**src/rtl/uart_pkg.sv**
```systemverilog
// Shared definitions for the UART TX byte feeder: byte width and feeder FSM states.
package uart_pkg;
  localparam int UART_DATA_W = 8;

  typedef enum logic [1:0] {
    ST_IDLE = 2'd0,
    ST_SEND = 2'd1,
    ST_GAP  = 2'd2
  } feed_state_e;
endpackage

```
**src/rtl/sync_fifo.sv**
```systemverilog
// Single-clock FIFO with registered count/full/empty and a one-cycle overflow pulse.
// Read data is combinational from the head entry; the consumer registers it.
module sync_fifo #(
  parameter int DATA_W = 8,
  parameter int DEPTH  = 16
) (
  input  logic                     clk,
  input  logic                     rst,
  input  logic                     wr_en_i,
  input  logic [DATA_W-1:0]        wr_data_i,
  input  logic                     rd_en_i,
  output logic [DATA_W-1:0]        rd_data_o,
  output logic                     full_o,
  output logic                     empty_o,
  output logic [$clog2(DEPTH):0]   count_o,
  output logic [$clog2(DEPTH):0]   count_nxt_o,
  output logic                     overflow_o
);
  import uart_pkg::*;

  localparam int ADDR_W = $clog2(DEPTH);
  localparam int CNT_W  = ADDR_W + 1;

  logic [DATA_W-1:0] mem_q [DEPTH];
  logic [ADDR_W-1:0] wr_ptr_q, wr_ptr_d, rd_ptr_q, rd_ptr_d;
  logic [CNT_W-1:0]  count_q, count_d;
  logic              full_q, full_d, empty_q, empty_d, ovf_q, ovf_d;
  logic              wr_acc, rd_acc;

  // Acceptance uses the registered flags, so a pop never frees room for a same-cycle write.
  assign wr_acc = wr_en_i & ~full_q;
  assign rd_acc = rd_en_i & ~empty_q;

  always_comb begin
    wr_ptr_d = wr_ptr_q;
    rd_ptr_d = rd_ptr_q;
    if (wr_acc) wr_ptr_d = wr_ptr_q + 1'b1;
    if (rd_acc) rd_ptr_d = rd_ptr_q + 1'b1;
    count_d = count_q + CNT_W'(wr_acc) - CNT_W'(rd_acc);
    full_d  = (count_d == CNT_W'(DEPTH));
    empty_d = (count_d == '0);
    ovf_d   = wr_en_i & full_q;
  end

  always_ff @(posedge clk) begin
    if (rst) begin
      wr_ptr_q <= '0;
      rd_ptr_q <= '0;
      count_q  <= '0;
      full_q   <= 1'b0;
      empty_q  <= 1'b1;
      ovf_q    <= 1'b0;
    end else begin
      wr_ptr_q <= wr_ptr_d;
      rd_ptr_q <= rd_ptr_d;
      count_q  <= count_d;
      full_q   <= full_d;
      empty_q  <= empty_d;
      ovf_q    <= ovf_d;
    end
  end

  always_ff @(posedge clk) begin
    if (wr_acc) mem_q[wr_ptr_q] <= wr_data_i;
  end

  assign rd_data_o   = mem_q[rd_ptr_q];
  assign full_o      = full_q;
  assign empty_o     = empty_q;
  assign count_o     = count_q;
  assign count_nxt_o = count_d;
  assign overflow_o  = ovf_q;
endmodule

```
**src/rtl/uart_tx_fifo.sv**
```systemverilog
// Byte buffer feeding the UART transmitter: FIFO plus a feeder FSM that holds
// txd_en_o per frame, waits for the rising edge of txd_flag_i, then idles GAP_CYCLES.
module uart_tx_fifo #(
  parameter int DATA_W     = uart_pkg::UART_DATA_W,
  parameter int DEPTH      = 16,
  parameter int GAP_CYCLES = 2
) (
  input  logic                   sclk,
  input  logic                   rst,
  input  logic                   wr_en_i,
  input  logic [DATA_W-1:0]      wr_data_i,
  output logic                   full_o,
  output logic                   empty_o,
  output logic [$clog2(DEPTH):0] count_o,
  output logic                   overflow_o,
  output logic [DATA_W-1:0]      txd_data_o,
  output logic                   txd_en_o,
  input  logic                   txd_flag_i,
  output logic                   busy_o
);
  import uart_pkg::*;

  localparam int GAP_W = $clog2(GAP_CYCLES) + 1;

  feed_state_e           state_q, state_d;
  logic                  txd_en_q, txd_en_d, busy_q, busy_d, flag_q, done, pop;
  logic [DATA_W-1:0]     txd_data_q, txd_data_d, rd_data;
  logic [GAP_W-1:0]      gap_cnt_q, gap_cnt_d;
  logic [$clog2(DEPTH):0] count_nxt;

  sync_fifo #(.DATA_W(DATA_W), .DEPTH(DEPTH)) u_fifo (
    .clk        (sclk),
    .rst        (rst),
    .wr_en_i    (wr_en_i),
    .wr_data_i  (wr_data_i),
    .rd_en_i    (pop),
    .rd_data_o  (rd_data),
    .full_o     (full_o),
    .empty_o    (empty_o),
    .count_o    (count_o),
    .count_nxt_o(count_nxt),
    .overflow_o (overflow_o)
  );

  // Only a rising edge completes a frame; a flag held high counts once.
  assign done = txd_flag_i & ~flag_q;

  always_comb begin
    state_d    = state_q;
    txd_en_d   = txd_en_q;
    txd_data_d = txd_data_q;
    gap_cnt_d  = gap_cnt_q;
    pop        = 1'b0;
    case (state_q)
      ST_IDLE: if (!empty_o) begin
        pop        = 1'b1;
        txd_data_d = rd_data;
        txd_en_d   = 1'b1;
        state_d    = ST_SEND;
      end
      ST_SEND: if (done) begin
        txd_en_d  = 1'b0;
        gap_cnt_d = '0;
        state_d   = ST_GAP;
      end
      ST_GAP: begin
        gap_cnt_d = gap_cnt_q + GAP_W'(1);
        if (gap_cnt_q == GAP_W'(GAP_CYCLES - 1)) state_d = ST_IDLE;
      end
      default: state_d = ST_IDLE;
    endcase
    busy_d = (state_d != ST_IDLE) | (count_nxt != '0);
  end

  always_ff @(posedge sclk) begin
    if (rst) begin
      state_q    <= ST_IDLE;
      txd_en_q   <= 1'b0;
      txd_data_q <= '0;
      gap_cnt_q  <= '0;
      flag_q     <= 1'b0;
      busy_q     <= 1'b0;
    end else begin
      state_q    <= state_d;
      txd_en_q   <= txd_en_d;
      txd_data_q <= txd_data_d;
      gap_cnt_q  <= gap_cnt_d;
      flag_q     <= txd_flag_i;
      busy_q     <= busy_d;
    end
  end

  assign txd_en_o   = txd_en_q;
  assign txd_data_o = txd_data_q;
  assign busy_o     = busy_q;
endmodule

```
**config.mk**
```make
export PLATFORM = sky130hd
export DESIGN_NAME = uart_tx_fifo
export DESIGN_NICKNAME = d
export VERILOG_FILES = /design/src/rtl/uart_pkg.sv /design/src/rtl/sync_fifo.sv /design/src/rtl/uart_tx_fifo.sv
export SDC_FILE = /design/constraint.sdc
export NUM_CORES = 1
export LEC_CHECK = 0
export CAP_MARGIN = 40
export CORE_AREA = 2 2 130 132
export DETAILED_ROUTE_END_ITERATION = 8
export DIE_AREA = 0 0 132 134
export SYNTH_ARGS = -nofsm -noshare
export SYNTH_HDL_FRONTEND = slang
export SYNTH_SLANG_ARGS = --single-unit
export TNS_END_PERCENT = 5
```
**constraint.sdc**
```tcl
create_clock -name sclk -period 5.4 [get_ports sclk]
set_input_delay 0.54 -clock sclk [delete_from_list [all_inputs] [get_ports sclk]]
set_output_delay 0.54 -clock sclk [all_outputs]
set_load 0.02 [all_outputs]
```
==> results of run 1 <==
## through the flow
stage | cells | total power, mW | area (µm²) | hold WS, ps | utilization
3_3_place_gp | 588 | 2.07 | 6830 | 471 | 0.419
3_5_place_dp | 594 | 2.10 | 6890 | 481 | 0.423
4_1_cts | 626 | 3.30 | 7480 | 494 | 0.459
6_report | 626 | 3.27 | 7480 | 488 | 0.459
5_1_grt | 626 | 3.41 | 7480 | 514 | 0.459
2_1_floorplan | 356 | 1.89 | 6390 | 479 | -
## state kept, by name, summed over array words and instances (netlist names)
register           cells
state_q                2
u_fifo.full_o          1
gap_cnt_q              2
u_fifo.rd_ptr_q        4
u_fifo.empty_o         1
u_fifo.count_o         5
busy_o                 1
u_fifo.wr_ptr_q        4
txd_data_o             8
txd_en_o               1
flag_q                 1
u_fifo.mem_q         128
u_fifo.overflow_o      1
## worst max-delay path by stage
| stage | to | slack, ps | depth (start not counted) |
|---|---|---|---|
| floorplan | u_fifo.empty_o$_SDFF_PP1_ | 2830 | 11 |
| global placement | u_fifo.mem_q[3][4]$_DFFE_PP_ | 2190 | 4 |
| detailed placement | busy_o$_SDFF_PP0_ | 2350 | 8 |
| CTS | u_fifo.empty_o$_SDFF_PP1_ | 2400 | 10 |
| global route | u_fifo.full_o$_SDFF_PP0_ | 2160 | 10 |
| finish | u_fifo.empty_o$_SDFF_PP1_ | 2390 | 10 |
## worst reg2reg max path, cell delays in order (launching register included)
cell and delay [ps]:
dfxtp_1 410, or3_1 470, inv_1 270, ha_1 340, inv_1 40, ha_1 220, fa_1 420, nand3_1 120
a21oi_1 90, o221a_2 260, or2_2 260
## per-layer routing
layer / up-vias / routed length [µm] / global-route usage
met3: 16 / 640 / 0.0359
li1: 1478 / - / -
met2: 87 / 6160 / 0.250
met4: 0 / 212 / 0.0658
met1: 1655 / 5530 / 0.198
met5: - / 0 / 0
## area by class of cell
cell class | count | area share
clock inverter | 13 | 0.0219
sequential | 159 | 0.597
multi-input combinational | 166 | 0.233
timing repair buffer | 36 | 0.0475
inverter | 13 | 0.00652
clock buffer | 19 | 0.0578
tap | 220 | 0.0368
## where the power goes
part	switching (mW)	internal (mW)	total [mW]
sequential	0.0664	1.40	1.47
combinational	0.317	0.290	0.608
clock	0.470	0.727	1.20
total	0.854	2.42	3.27
## synthesized netlist by cell type, types with 4 or more instances
library cell / n
edfxtp_1: 128
dfxtp_1: 31
nor2_1: 27
mux4_1: 22
mux2i_1: 16
inv_1: 13
ha_1: 11
mux4_2: 10
nand2_1: 9
a31o_1: 8
o22ai_1: 8
a21oi_1: 7
clkbuf_1: 5
nor2b_1: 5
nor3_1: 5
xor2_1: 5
buf_2: 4
xnor2_1: 4
## logic make-up (layout without fill, tap and decap cells)
| group | count (synthesis) | in the layout | synth area share |
|---|---|---|---|
| adders and majority gates | 12 | 12 | 0.0247 |
| xor gates and xnor gates | 9 | 9 | 0.0123 |
| AOI/OAI and AO/OA | 30 | 30 | 0.0323 |
| DFF | 159 | 159 | 0.699 |
| muxes | 48 | 48 | 0.151 |
| buffers and inverters | 31 | 81 | 0.0290 |
| and+or+nand+nor | 67 | 67 | 0.0525 |
==> metrics.md, run 1 <==
| Metric | Value |
|---|---|
| Worst path cell trace | or3_1 -> inv_1 -> ha_1 -> inv_1 -> ha_1 -> fa_1 -> nand3_1 -> a21oi_1 -> o221a_2 -> or2_2 |
| GP Congestion | 0.782 |
| Worst EP required | 5710 ps |
| Sequential element share of the synthesized area | 0.699 |
| Top_reg_cell synth | edfxtp_1 |
| Slowest stage delay, CP | 470 ps |
| Port Buf Inserts | 29 |
| Slew headroom | 0.438 |
| Antenna-violating nets left | 0 |
| Hold EP | txd_data_o[1]$_SDFFE_PP0P_ |
| Number of detailed-route iterations in the first pass | 4 |
| Die Height | 134 µm |
| Root Buffer Master | clkbuf_16 |
| PostCTS Resize Cnt | 0 |
| Async SR Flop Fraction | 0 |
| Final WL | 12,500 µm |
| Avg Synthesized Cell Area | 18.0 µm² |
| Synth area leader | edfxtp_1 |
| Area Growth Syn to Fin | 17.1% |
| RSZ-0062 raised after global routing | no |
| Reg clk slew, reported paths | 60 ps |
| Clk_lat worst skew | 420 ps |
| Leak | 2.47 nW |
| Final nets | 417 |
| Row cnt | 47 |
| Worst-Margin Slew | 840 ps |
| H-tree levels | 4 |
| Avg WL per Cell | 20.0 µm |
| Synth Register Bits | 159 |
| Worst setup EP type | flip-flop |
| Buffers & Inverters on Critical Path | 2 |
| Total CTS buffers | 17 |
| Maximum fanout along the worst path | 11 |
| Initial core utilization | 0.392 |
| Post-synth EDFFs | 128 |
| Commonest non-fill, non-tap cell in the layout | edfxtp_1 |
| Reg-to-Reg End | u_fifo.empty_o$_SDFF_PP1_ |
| HPWL after DPL | 8100 µm |
| Period utilisation layout | 0.558 |
| Hold path depth | 1 |
| Worst Path Arrival | 3320 ps |
| Synthesized area | 0.00639 mm² |
| Hold_sp | txd_data_o[1]$_SDFFE_PP0P_ |
| Hold_buf cts | 0 |
| Clk buf depth | 2 |
| Clock skew | 5.50 ps |
| Number of setup violations in the final report | 0 |
| Sequential Area | 0.00447 mm² |
| Maximum clock rate | 332 MHz |
| Slew Limit Fails | 0 |
| Slowest CP cell | or3_1 |
| Reg2Reg Setup Slack | 2390 ps |
| FF-to-FF path depth | 10 |
| Syn Nets | 380 |
| Initial antenna violation count | 0 |
| Fraction of layout cells with a size suffix above 1 | 0.128 |
| Multi-input gate area | 0.00174 mm² |
| N_diodes | 0 |
| Total number of vias | 3,236 |
| DRC violations left | 0 |
| Hold crit path type | flip-flop to flip-flop |
| GRT Util Overall | 0.153 |
| Setup WS pre-CTS | 2350 ps |
| Vias per cell | 5.17 |
| Most frequent cells in the layout | 128 x edfxtp_1, 30 x dfxtp_1, 29 x clkdlybuf4s50_1, 27 x nor2_1, 22 x mux4_1 |
| Post-synth cell types | 40 |
| DIE AREA | 0.0177 mm² |
| Crit path launch | state_q[1]$_SDFF_PP0_ |
| Worst setup slack after layout | 2390 ps |
| Vias in the first global route | 3,401 |
| Die extent in x | 132 µm |
| Worst R2R Start | state_q[1]$_SDFF_PP0_ |
| Area fraction of the dominant cell type after synthesis | 0.601 |
| Max Cap Viol | 0 |
| Warnings, synthesis | 0 |
| Post-CTS setup buffer count | 0 |
| Synth Instances | 356 |
| First-pass GRT wire length | 19,600 µm |
| Status | finished, final reports clean |
| PD cells | 437 mW/mm² |
| Startpoint type of the worst setup path | flip-flop |
| Crit-path leading delay family | adder cells |
| Top post-synthesis cells by area | edfxtp_1 60%, dfxtp_1 9.7%, mux4_1 9.0%, mux4_2 3.5%, mux2i_1 2.5% |
| Filler Cell Count | 1,400 |
| Setup Total Neg Slack | 0 ps |
| Total global routing overflow | 0 |
| Final hold vios | 0 |
| CTS Sinks | 159 |
| Core ar. | 0.0163 mm² |
| Minimum clock period | 3010 ps |
| Largest net degree at the start of global routing | 35 |
| CTS tree | yes |
| Crit Path Class | flip-flop to flip-flop |
| DR iter-0 viols | 218 |
| Max IR drop VDD | 236 µV |
| I/O pins | 30 |
Power figures use the tool's default switching activity.
==> run 2, diff against run 1 <==
clock period = 3.1 ns   (was 5.4 ns; I/O delays follow)
==> run 2 against run 1 <==
Sequential power up 71%; die area unchanged; core utilization increased by 0.75 points; critical path depth did not move; maximum frequency grew 15%; via count rose by 1.7%; first-iteration DRC count grew 36%; routed wire length fell by 1.9%; sequential share of layout area decreased by 0.95 points; clock-buffer cell count fell by 2; setup slack worse by 1900 ps; critical endpoint is now u_fifo.full_o$_SDFF_PP0_.
==> metrics.md, run 2 (same netlist as run 1, synthesis figures left out) <==
| Metric | Value |
|---|---|
| Clk buf depth | 2 (unchanged) |
| RSZ-0062 raised after global routing | no |
| Most frequent cells in the layout | 128 x edfxtp_1, 30 x dfxtp_1, 29 x clkdlybuf4s50_1, 27 x nor2_1, 22 x mux4_1 |
| Status | finished, final reports clean |
| Final hold vios | 0 (unchanged) |
| Filler Cell Count | 1,386 (-1.0%) |
| Initial antenna violation count | 0 (unchanged) |
| Die extent in x | 132 µm (unchanged) |
| N_diodes | 0 (unchanged) |
| Cell total after placement | 609 (+2.5%) |
| Final nets | 432 (+3.6%) |
| Core ar. | 0.0163 mm² (unchanged) |
| Root Buffer Master | clkbuf_16 |
| Row cnt | 47 (unchanged) |
| Maximum clock rate | 381 MHz (+15%) |
| Clock skew | 7.19 ps (+1.69 ps) |
| Hold crit path type | flip-flop to flip-flop |
| Slew Limit Fails | 0 (unchanged) |
| GP Congestion | 0.747 (-4.4%) |
| Post-CTS setup buffer count | 0 (unchanged) |
| Cell area after layout | 0.00760 mm² (+1.6%) |
| Worst Path Arrival | 2960 ps (-360 ps) |
| Max reg flops | 128 (unchanged) |
| HPWL after DPL | 7720 µm (-4.7%) |
| Die Height | 134 µm (unchanged) |
| Final WL | 12,300 µm (-1.9%) |
| Total global routing overflow | 0 (unchanged) |
| GRT Util Overall | 0.150 (-0.00355) |
| Area Growth Syn to Fin | 19.0% |
| Setup Total Neg Slack | 0 ps (unchanged) |
| First-pass GRT wire length | 19,200 µm (-2.2%) |
| PD cells | 753 mW/mm² (+72%) |
| H-tree levels | 4 (unchanged) |
| Antenna-violating nets left | 0 (unchanged) |
| Vias per cell | 5.14 (-0.65%) |
| Worst path cell trace | or3_1 -> inv_1 -> ha_1 -> inv_1 -> ha_1 -> fa_1 -> nand3_1 -> a21oi_1 -> or2_2 -> nor4bb_1 |
| CTS tree | yes |
| Number of setup violations in the final report | 0 (unchanged) |
| Hold_buf cts | 0 (unchanged) |
| Total CTS buffers | 17 (unchanged) |
| Hold Worst Slack | 484 ps (-3.48 ps) |
| Tot Pwr | 5.73 mW (+75%) |
| PostCTS Resize Cnt | 0 (unchanged) |
| Worst-Margin Slew | 566 ps (-274 ps) |
| DRC violations left | 0 (unchanged) |
| Fraction of layout cells with a size suffix above 1 | 0.164 (+0.0358) |
| Buffers & Inverters on Critical Path | 2 (unchanged) |
| Placed Area | 0.00700 mm² (+1.6%) |
| Number of detailed-route iterations in the first pass | 4 (unchanged) |
| I/O pins | 30 (unchanged) |
| Slowest stage delay, CP | 410 ps (-60 ps) |
| Reg clk slew, reported paths | 60 ps (about the same) |
| Slew headroom | 0.618 (+0.180) |
| Largest net degree at the start of global routing | 35 (unchanged) |
| Port Buf Inserts | 29 (unchanged) |
| Startpoint type of the worst setup path | flip-flop |
| Period utilisation layout | 0.848 (+0.290) |
| CTS Sinks | 159 (unchanged) |
| Maximum fanout along the worst path | 6 (-5) |
| DIE AREA | 0.0177 mm² (unchanged) |
| Non-Filler Instances | 641 (+2.4%) |
| Worst EP required | 3430 ps (-2280 ps) |
| DR iter-0 viols | 297 (+36%) |
| Avg WL per Cell | 19.2 µm (-4.2%) |
| Vias in the first global route | 3,421 (+0.59%) |
| Initial core utilization | 0.392 (unchanged) |
| Worst setup EP type | flip-flop |
| Total number of vias | 3,292 (+1.7%) |
| Max IR drop VDD | 445 µV (+88%) |
| Reg2Reg Setup Slack | 470 ps (-1920 ps) |
| Minimum clock period | 2630 ps (-384 ps) |
| Crit Path Class | flip-flop to flip-flop |
| Crit-path leading delay family | simple AND/OR/NAND/NOR gates |
| Setup WS pre-CTS | 477 ps (-1870 ps) |
| Max Cap Viol | 0 (unchanged) |
| Fin util | 0.467 (+0.00745) |
| Clk_lat worst skew | 430 ps (about the same) |
| Leak | 2.57 nW (+3.8%) |
| Commonest non-fill, non-tap cell in the layout | edfxtp_1 |
| Slowest CP cell | fa_1 |
| Top reg by flops | u_fifo.mem_q |
| Worst setup slack after layout | 472 ps (-1920 ps) |
[run 2: cell count changes in the layout (fill, tap and decap cells not counted), sizes merged]
cell / before / now
buf: 7 / 22
clkbuf: 19 / 17
inv: 15 / 19
clkinvlp: 4 / 2
[run 2: final cells by class]
cell class / instances / area [µm²] / share of cell area
Timing Repair Buffer: 51 / 468 / 0.0615
Clock inverter: 15 / 180 / 0.0237
Tap cell: 220 / 275 / 0.0362
Clock buffer: 17 / 425 / 0.0559
Multi-Input combinational cell: 166 / 1740 / 0.229
Sequential cell: 159 / 4470 / 0.587
Inverter: 13 / 48.8 / 0.00642
[run 2: final timing paths]
path	depth (start not counted)	startpoint	endpoint
max reg2reg	10	state_q[0]$_SDFF_PP0_	u_fifo.full_o$_SDFF_PP0_
max	10	state_q[0]$_SDFF_PP0_	u_fifo.full_o$_SDFF_PP0_
min reg2reg	1	txd_data_o[5]$_SDFFE_PP0P_	txd_data_o[5]$_SDFFE_PP0P_
min	1	txd_data_o[5]$_SDFFE_PP0P_	txd_data_o[5]$_SDFFE_PP0P_
[run 2: where the power goes]
group          total (mW)  internal, mW  switching (mW)
logic                1.09         0.511           0.579
registers            2.52          2.44          0.0796
clock network        2.12          1.28           0.846
[run 2: worst reg2reg max path: stages (launching register included)]
cell and delay [ps]:
dfxtp_1 340, or3_1 400, inv_1 190, ha_1 150, inv_1 40, ha_1 210
fa_1 410, nand3_1 120, a21oi_1 100, or2_2 320, nor4bb_1 250
[run 2: layer usage]
metal	global-route usage	wire length, µm	share of wire	up-vias
met1	0.187	5550	0.45	1698
met4	0.0616	205	0.017	0
met5	0	0	0	-
met3	0.0416	422	0.034	16
li1	-	-	-	1511
met2	0.247	6130	0.50	67
==> run 3, diff against run 2 <==
clock period = 2.2 ns   (was 3.1 ns; I/O delays follow)
==> run 3 against run 2 <==
The run now ends with negative setup slack left; first-iteration DRC count decreased by 19%; power is 47% higher; sequential power grew 40%; clock power up 43%; setup slack worse by 530 ps; die area is the same; largest cell class unchanged; highest routed layer unchanged.
==> metrics.md, run 3 (same netlist as run 1, synthesis figures left out) <==
| Metric | Value |
|---|---|
| Worst setup EP type | flip-flop |
| Minimum clock period | 2260 ps (-366 ps) |
| Number of setup violations in the final report | 3 (+3) |
| Setup Total Neg Slack | -101 ps (-101 ps) |
| Die Height | 134 µm (unchanged) |
| Hold_sp | wr_en_i |
| N_diodes | 0 (unchanged) |
| Max Cap Viol | 0 (unchanged) |
| Period utilisation layout | 1.03 (+0.180) |
| Vias in the first global route | 3,405 (-0.47%) |
| Final hold vios | 0 (unchanged) |
| Worst setup slack after layout | -61.5 ps (-534 ps) |
| Die extent in x | 132 µm (unchanged) |
| Slew Limit Fails | 0 (unchanged) |
| Hold crit path type | input port to flip-flop |
| H-tree levels | 4 (unchanged) |
| Max IR drop VDD | 866 µV (+95%) |
| Hold Worst Slack | 420 ps (-64.2 ps) |
| Crit Path Class | flip-flop to flip-flop |
| Worst EP required | 2500 ps (-930 ps) |
| Initial antenna violation count | 0 (unchanged) |
| Worst Path Arrival | 2560 ps (-400 ps) |
| Reg clk slew, reported paths | 60 ps (about the same) |
| Fraction of layout cells with a size suffix above 1 | 0.214 (+0.0501) |
| RSZ-0062 raised after global routing | yes |
| Most frequent cells in the layout | 128 x edfxtp_1, 29 x clkdlybuf4s50_1, 29 x buf_4, 28 x dfxtp_1, 26 x nor2_1 |
| Reg2Reg Setup Slack | -60 ps (-530 ps) |
| Initial core utilization | 0.392 (unchanged) |
| DIE AREA | 0.0177 mm² (unchanged) |
| DR iter-0 viols | 241 (-19%) |
| Total CTS buffers | 17 (unchanged) |
| DRC violations left | 0 (unchanged) |
| First-pass GRT wire length | 19,200 µm (+0.26%) |
| Worst-Margin Slew | 573 ps (+7.41 ps) |
| Startpoint type of the worst setup path | flip-flop |
| I/O pins | 30 (unchanged) |
| Root Buffer Master | clkbuf_16 |
| Clk_lat worst skew | 430 ps (about the same) |
| PD cells | 1080 mW/mm² (+44%) |
| Number of detailed-route iterations in the first pass | 7 (+3) |
| Status | complete, but fails checks |
| Hold_buf cts | 0 (unchanged) |
| Vias per cell | 5.00 (-2.6%) |
| Fin util | 0.478 (+0.0111) |
| Final nets | 441 (+2.1%) |
| Slew headroom | 0.617 (-0.000995) |
| Reg-to-Reg End | u_fifo.empty_o$_SDFF_PP1_ |
| Final WL | 12,300 µm (+0.15%) |
| Hold EP | u_fifo.overflow_o$_SDFF_PP0_ |
| CTS tree | yes |
| Area Growth Syn to Fin | 21.8% |
| Row cnt | 47 (unchanged) |
| Antenna-violating nets left | 0 (unchanged) |
| Hold path depth | 2 (+1) |
| GP Congestion | 0.764 (+2.3%) |
| Leak | 2.64 nW (+2.7%) |
| Filler Cell Count | 1,376 (-0.72%) |
| Total global routing overflow | 0 (unchanged) |
| Clock skew | 25.6 ps (+18.4 ps) |
| Violated checks | negative setup slack |
| Max reg flops | 128 (unchanged) |
| Maximum clock rate | 442 MHz (+16%) |
| GRT Util Overall | 0.150 (about the same) |
| Port Buf Inserts | 29 (unchanged) |
| Maximum fanout along the worst path | 2 (-4) |
| Total number of vias | 3,252 (-1.2%) |
| Core ar. | 0.0163 mm² (unchanged) |
| Worst R2R Start | state_q[1]$_SDFF_PP0_ |
| HPWL after DPL | 7750 µm (+0.31%) |
| FF-to-FF path depth | 10 (unchanged) |
| Avg WL per Cell | 19.0 µm (-1.2%) |
| Clk buf depth | 2 (unchanged) |
| Largest net degree at the start of global routing | 36 (+2.9%) |
| CTS Sinks | 159 (unchanged) |
| Top reg by flops | u_fifo.mem_q |
| Commonest non-fill, non-tap cell in the layout | edfxtp_1 |
-- run 3: timing repair --
item	4_1_cts	5_1_grt
setup endpoints to repair	3	3
gates resized for setup	5	6
pin swaps	4	4
setup buffers	1	1
-- run 3: how the worst max path moves through the flow --
stage | cells past startpoint | start | slack, ps | endpoint
2_1_floorplan | 11 | u_fifo.empty_o$_SDFF_PP1_ | -210 | u_fifo.empty_o$_SDFF_PP1_
3_3_place_gp | 10 | u_fifo.empty_o$_SDFF_PP1_ | -90 | u_fifo.empty_o$_SDFF_PP1_
3_5_place_dp | 10 | u_fifo.empty_o$_SDFF_PP1_ | -160 | u_fifo.full_o$_SDFF_PP0_
4_1_cts | 10 | u_fifo.empty_o$_SDFF_PP1_ | -90 | u_fifo.empty_o$_SDFF_PP1_
5_1_grt | 10 | state_q[1]$_SDFF_PP0_ | -110 | u_fifo.empty_o$_SDFF_PP1_
6_report | 10 | state_q[1]$_SDFF_PP0_ | -60 | u_fifo.empty_o$_SDFF_PP1_
-- run 3: critical path: stages, from the launching register on --
cell and delay [ps]:
dfxtp_2 320, or3_4 400, clkinv_4 60, ha_4 110, inv_2 40, ha_4 160, fa_2 570, nor2_4 40
and2_4 150, o221a_4 110, or2_4 210
-- run 3: report_power, final --
| group | internal [mW] | switching, mW |
|---|---|---|
| clock network | 1.90 | 1.14 |
| logic | 0.931 | 0.939 |
| registers | 3.44 | 0.0917 |
-- run 3: metal layers --
| metal | up-vias | part of all wire | track usage |
|---|---|---|---|
| met5 | - | 0 | 0 |
| met4 | 0 | 0.011 | 0.0580 |
| met3 | 8 | 0.063 | 0.0416 |
| met2 | 84 | 0.52 | 0.260 |
| met1 | 1626 | 0.41 | 0.178 |
| li1 | 1534 | - | - |
-- run 3: cell type report --
class	count	area, µm²	area share
Inverter	13	53.8	0.00691
Clock inverter	14	190	0.0244
Multi-Input combinational cell	166	1820	0.234
Tap cell	220	275	0.0354
Clock buffer	18	429	0.0551
Sequential cell	159	4470	0.574
Timing Repair Buffer	60	548	0.0704
-- run 3: stage by stage --
step	cell area, µm²	instances	setup slack, ps	power (mW)
finish	7790	650	-61.5	8.44
global route	7790	650	-113	8.81
CTS	7750	649	-91.6	8.44
detailed placement	7110	616	-162	5.29
global placement	7110	616	-91.4	5.23
floorplan	6440	356	-214	4.71
==> RTL edit 1 (config.mk and constraints of run 2) <==
`DEPTH` is set to 16 in 2 places; all go to 32.
--- a/src/rtl/sync_fifo.sv
+++ b/src/rtl/sync_fifo.sv
@@ -2,7 +2,7 @@
 // Read data is combinational from the head entry; the consumer registers it.
 module sync_fifo #(
   parameter int DATA_W = 8,
-  parameter int DEPTH  = 16
+  parameter int DEPTH  = 32
 ) (
   input  logic                     clk,
   input  logic                     rst,
--- a/src/rtl/uart_tx_fifo.sv
+++ b/src/rtl/uart_tx_fifo.sv
@@ -2,7 +2,7 @@
 // txd_en_o per frame, waits for the rising edge of txd_flag_i, then idles GAP_CYCLES.
 module uart_tx_fifo #(
   parameter int DATA_W     = uart_pkg::UART_DATA_W,
-  parameter int DEPTH      = 16,
+  parameter int DEPTH      = 32,
   parameter int GAP_CYCLES = 2
 ) (
   input  logic                   sclk,
Ports: changed (resized count_o); port bits go from 30 to 31. The function was not compared with the original's and may differ.
==> RTL edit 1 against run 2 <==
  * Sequential share of layout area increased by 5.0 points
  * Clock skew increased by 0.0069 ns
  * Power increased by 77%
  * Maximum frequency decreased by 4.5%
  * Die area unchanged
  * Non-clock buffer count increased by 25
  * Cell area increased by 73%
  * Wire length increased by 98%
  * Sequential cell count increased by 131
  * Combinational power increased by 100%
  * Setup slack got worse by 0.12 ns
  * Synthesized area increased by 80%
==> RTL edit 1: results (changes against run 2) <==
DR iter-0 viols = 713 (+140%)
# resized after CTS = 0 (unchanged)
Worst Skew = 0.0141 ns (+0.00693 ns)
Setup Buffers After CTS = 0 (unchanged)
Yosys warns = 0 (unchanged)
Reg2reg end = txd_data_o[6]
Area post-placement = 12200 um2 (+75%)
Post-synth EDFFs = 256 (+100%)
N_diodes = 0 (unchanged)
Setup slack at placement = 0.364 ns (-0.113 ns)
IO buf count = 30 (+3.4%)
Synth Instances = 669 (+88%)
GRT Total Usage = 28.2% (+13 points)
Psw = 2720 uW (+81%)
Hold WC Path Type = in2reg
Max reg flops = 256 (+100%)
First-pass GRT wire length = 37100 um (+93%)
Fin cells = 985 (+54%)
H-tree levels = 1 (-3)
Sequential area share after synthesis = 72.9% (+3.0 points)
Top post-synthesis cells by count = edfxtp_1, mux2i_1, nor2_1
Maximum number of pins on one net before global-route repair = 33 (-5.7%)
Routability cong. = 0.848 (+14%)
Largest stage delay on the critical path = 0.77 ns (+0.36 ns)
Worst Reg-to-Reg Cells = 5 (-5)
Clock Latency Late Sink = 0.52 ns (+0.09 ns)
Clock buffer depth = 3 (+1)
Worst Hold Depth = 2 (+1)
CP Max Fanout = 25 (+19)
Peak VDD IR = 0.000719 V (+62%)
Avg WL per Cell = 24.8 um (+29%)
Clock Pin Slew Worst Setup and Hold Paths = 0.06 ns (about the same)
Worst Hold End = flag_q
Leakage power = 0.00431 uW (+68%)
Total CTS buffers = 28 (+11)
Synth unique cells = 48 (+20%)
Root Buffer Master = clkbuf_16
R2r setup slk = 0.35 ns (-0.12 ns)
Fraction of layout cells with a size suffix above 1 = 16.2% (-0.18 points)
Top reg by flops = u_fifo.mem_q
Fill count = 841 (-39%)
Max-slew violations = 0 (unchanged)
Hold_sp = txd_flag_i
Drt pass-1 iters = 5 (+1)
Outcome = finished clean
Syn_nets = 694 (+83%)
Slew HR = 45.5% (-16 points)
Critical Path AT = 3.13 ns (+0.17 ns)
Critical path's top delay family = compound AO/OA/AOI/OAI gates
DP HPWL = 15500 um (+100%)
Nets = 768 (+78%)
Vias in the first global route = 6402 (+87%)
Initial antenna violation count = 0 (unchanged)
Crit path max-delay cell type = o41ai_1
Post-synthesis async set-or-reset flop share = 0% (unchanged)
Worst r2r src = u_fifo.rd_ptr_q[0]
Top cells by area, synth = edfxtp_1, mux4_2, dfxtp_1
Vias per cell = 6.44 (+25%)
Post-Place Cells = 933 (+53%)
RTL edit 1: worst max-delay path by stage:
stage | start | to | slack [ns] | cells after the start
final | u_fifo.rd_ptr_q[0] | txd_data_o[6] | 0.35 | 5
after global routing | u_fifo.rd_ptr_q[0] | txd_data_o[0] | 0.28 | 5
after CTS | u_fifo.rd_ptr_q[0] | txd_data_o[0] | 0.33 | 5
after detailed placement | u_fifo.rd_ptr_q[0] | txd_data_o[0] | 0.36 | 5
after global placement | u_fifo.rd_ptr_q[0] | txd_data_o[0] | 0.36 | 5
after floorplan | u_fifo.empty_o | busy_o | 0.54 | 8
RTL edit 1: area by class of cell:
type / count / area [um2] / share of cell area, %
clock inverters: 11 / 133 / 1.01
multi-input cells: 332 / 2860 / 21.8
flip-flops and latches: 290 / 8370 / 63.7
clock buffers: 41 / 781 / 5.94
inverters: 15 / 56.3 / 0.428
repair buffers: 76 / 658 / 5.01
well taps: 220 / 275 / 2.09
RTL edit 1: per-layer routing:
layer  track usage [%]  vias up  wire, um
met3              3.85       45      1840
met4              8.88        0       702
met5                 0        -         0
met1              39.9     3203      9880
li1                  -     2780         -
met2              47.0      317     12000
RTL edit 1: worst register-to-register path: stages (launching register included):
cell     delay [ns]
dfxtp_4        0.66
buf_4          0.33
mux4_2         0.55
and2_1         0.20
o41ai_1        0.77
o21ai_1        0.10
RTL edit 1: power groups by stage:
stage | registers, uW | logic (uW) | clock network [uW]
finish | 4620 | 2200 | 3330
global route | 4640 | 2360 | 3520
CTS | 4620 | 2200 | 3380
detailed placement | 4700 | 2180 | 0
global placement | 4690 | 2120 | 0
floorplan | 4670 | 1520 | 0
RTL edit 1: through the flow:
step	util (%)	hold slack [ns]
final	80.7	0.388
after global routing	80.7	0.404
after CTS	80.7	0.365
after detailed placement	75.1	0.463
after global placement	75.1	0.442
after floorplan	-	0.409
RTL edit 1: logic make-up (layout without fill, tap and decap cells):
family / after synthesis / after routing / synth area share [%]
flip-flops: 290 / 290 / 72.9
AND/OR/NAND/NOR: 122 / 122 / 5.23
multiplexers: 97 / 97 / 12.0
AO/OA/AOI/OAI: 87 / 87 / 5.19
buffers and inverters: 47 / 143 / 2.20
adder cells (fa/ha/maj): 13 / 13 / 1.48
XOR/XNOR: 13 / 13 / 0.991
==> RTL edit 2 (settings of run 2) <==
Without the edit above. Reset style: asynchronous (`rst`), changed in 2 clocked blocks.
--- a/src/rtl/sync_fifo.sv
+++ b/src/rtl/sync_fifo.sv
@@ -42,7 +42,7 @@
     ovf_d   = wr_en_i & full_q;
   end
 
-  always_ff @(posedge clk) begin
+  always_ff @(posedge clk or posedge rst) begin
     if (rst) begin
       wr_ptr_q <= '0;
       rd_ptr_q <= '0;
--- a/src/rtl/uart_tx_fifo.sv
+++ b/src/rtl/uart_tx_fifo.sv
@@ -72,7 +72,7 @@
     busy_d = (state_d != ST_IDLE) | (count_nxt != '0);
   end
 
-  always_ff @(posedge sclk) begin
+  always_ff @(posedge sclk or posedge rst) begin
     if (rst) begin
       state_q    <= ST_IDLE;
       txd_en_q   <= 1'b0;
Function: differs if rst is asserted again (counterexample within 4 cycles, from zero or initial values and one cycle with rst high); with rst held inactive, the same outputs for 10 cycles.
==> RTL edit 2 against run 2 <==
  * Power is 22% higher
  * Setup slack worse by 0.17 ns
  * Count of clock-buffer cells in the layout is 12 higher
  * Critical path depth is 1 higher
  * Synthesized area is 0.37% higher
  * Sequential power is 15% higher
  * Synthesized cell count is 7.0% lower
  * Wire length is 2.9% lower
  * Combinational power is 87% higher
  * Largest power group unchanged
  * Sequential cell count stayed put
  * Cell area is 0.46% lower
  * Final cell count is 4.8% lower
==> RTL edit 2: results (changes against run 2) <==
Outcome = finished clean
Clock Pin Slew Worst Setup and Hold Paths = 0.06 ns (about the same)
Worst Skew = 0.00866 ns (+0.00148 ns)
Fill count = 1404 (+1.3%)
Maximum number of pins on one net before global-route repair = 32 (-8.6%)
GRT Total Usage = 14.8% (-0.20 points)
Mean Syn Cell Area = 19.4 um2 (+8.0%)
Routability cong. = 0.719 (-3.8%)
Hold WC Path Type = in2async
Peak VDD IR = 0.000413 V (-7.0%)
Tcrit/Tclk final = 90.3% (+5.5 points)
Setup slack at placement = 0.291 ns (-0.186 ns)
Fraction of layout cells with a size suffix above 1 = 14.6% (-1.8 points)
DP HPWL = 7740 um (+0.26%)
Sequential area share after synthesis = 72.0% (+2.2 points)
Slew HR = 53.8% (-8.0 points)
R2r setup slk = 0.30 ns (-0.17 ns)
Critical path's top delay family = adder cells
M2 GR Usage = 24.9% (+0.20 points)
Setup Buffers After CTS = 0 (unchanged)
Via count = 3030 (-8.0%)
Reg2reg end = busy_o
IO buf count = 29 (unchanged)
Fraction of the mapped netlist area in compound gates = 2.26% (-0.97 points)
Nets = 401 (-7.2%)
Avg WL per Cell = 19.6 um (+2.1%)
Critical Path AT = 3.08 ns (+0.12 ns)
Post-synth EDFFs = 128 (unchanged)
Syn_nets = 355 (-6.6%)
First-pass GRT wire length = 19000 um (-1.2%)
Top cells by area, synth = edfxtp_1, dfrtp_1, mux4_1
Fin cells = 610 (-4.8%)
Leakage power = 0.00272 uW (+6.1%)
Post-synthesis async set-or-reset flop share = 19.5% (+19 points)
Final design utilization = 46.5% (-0.22 points)
CP Max Fanout = 4 (-2)
Largest stage delay on the critical path = 0.54 ns (+0.13 ns)
P_int = 4990 uW (+18%)
DR iter-0 viols = 253 (-15%)
Grt met3 use = 3.78% (-0.38 points)
Routing usage on met1 = 18.9% (+0.18 points)
Post-Place Cells = 578 (-5.1%)
Area post-placement = 6960 um2 (-0.63%)
Post-Synth Adder-Cell Area = 2.46% (-0.0091 points)
Worst Reg-to-Reg Cells = 11 (+1)
Crit path max-delay cell type = dfstp_2
Mux cell area share after synthesis = 14.7% (-0.35 points)
N_diodes = 0 (unchanged)
Worst r2r src = u_fifo.empty_o
XOR/XNOR share of the synthesized area = 1.37% (+0.13 points)
Vias in the first global route = 3262 (-4.6%)
WHS = 0.285 ns (-0.199 ns)
Post-synth top flop = edfxtp_1
Top post-synthesis cells by count = edfxtp_1, dfrtp_1, and2_1, mux4_1, mux2i_1
[RTL edit 2: cell types whose count changed after synthesis, sizes merged, moves of 8 or more]
cell	delta
dfxtp	-31
dfrtp	+30
and2	+16
nor2	-15
a31o	-8
o22ai	-8
[RTL edit 2: final cells by class]
class	count	area share [%]
Sequential cell	159	61.0
Tap cell	220	3.64
Inverter	13	0.645
Clock buffer	29	7.57
Multi-Input combinational cell	147	21.7
Clock inverter	3	0.545
Timing Repair Buffer	39	4.83
[RTL edit 2: routing by layer]
metal | vias to the layer above | routed length, um
li1 | 1402 | -
met5 | - | 0
met4 | 0 | 151
met2 | 61 | 6110
met1 | 1552 | 5150
met3 | 15 | 533
[RTL edit 2: power by group through the flow]
stage               logic (uW)  clock network [uW]  registers [uW]
global placement          2030                   0            2930
global route              2250                2230            2940
CTS                       2090                2140            2900
finish                    2040                2090            2890
detailed placement        2090                   0            2940
floorplan                 1450                   0            2940
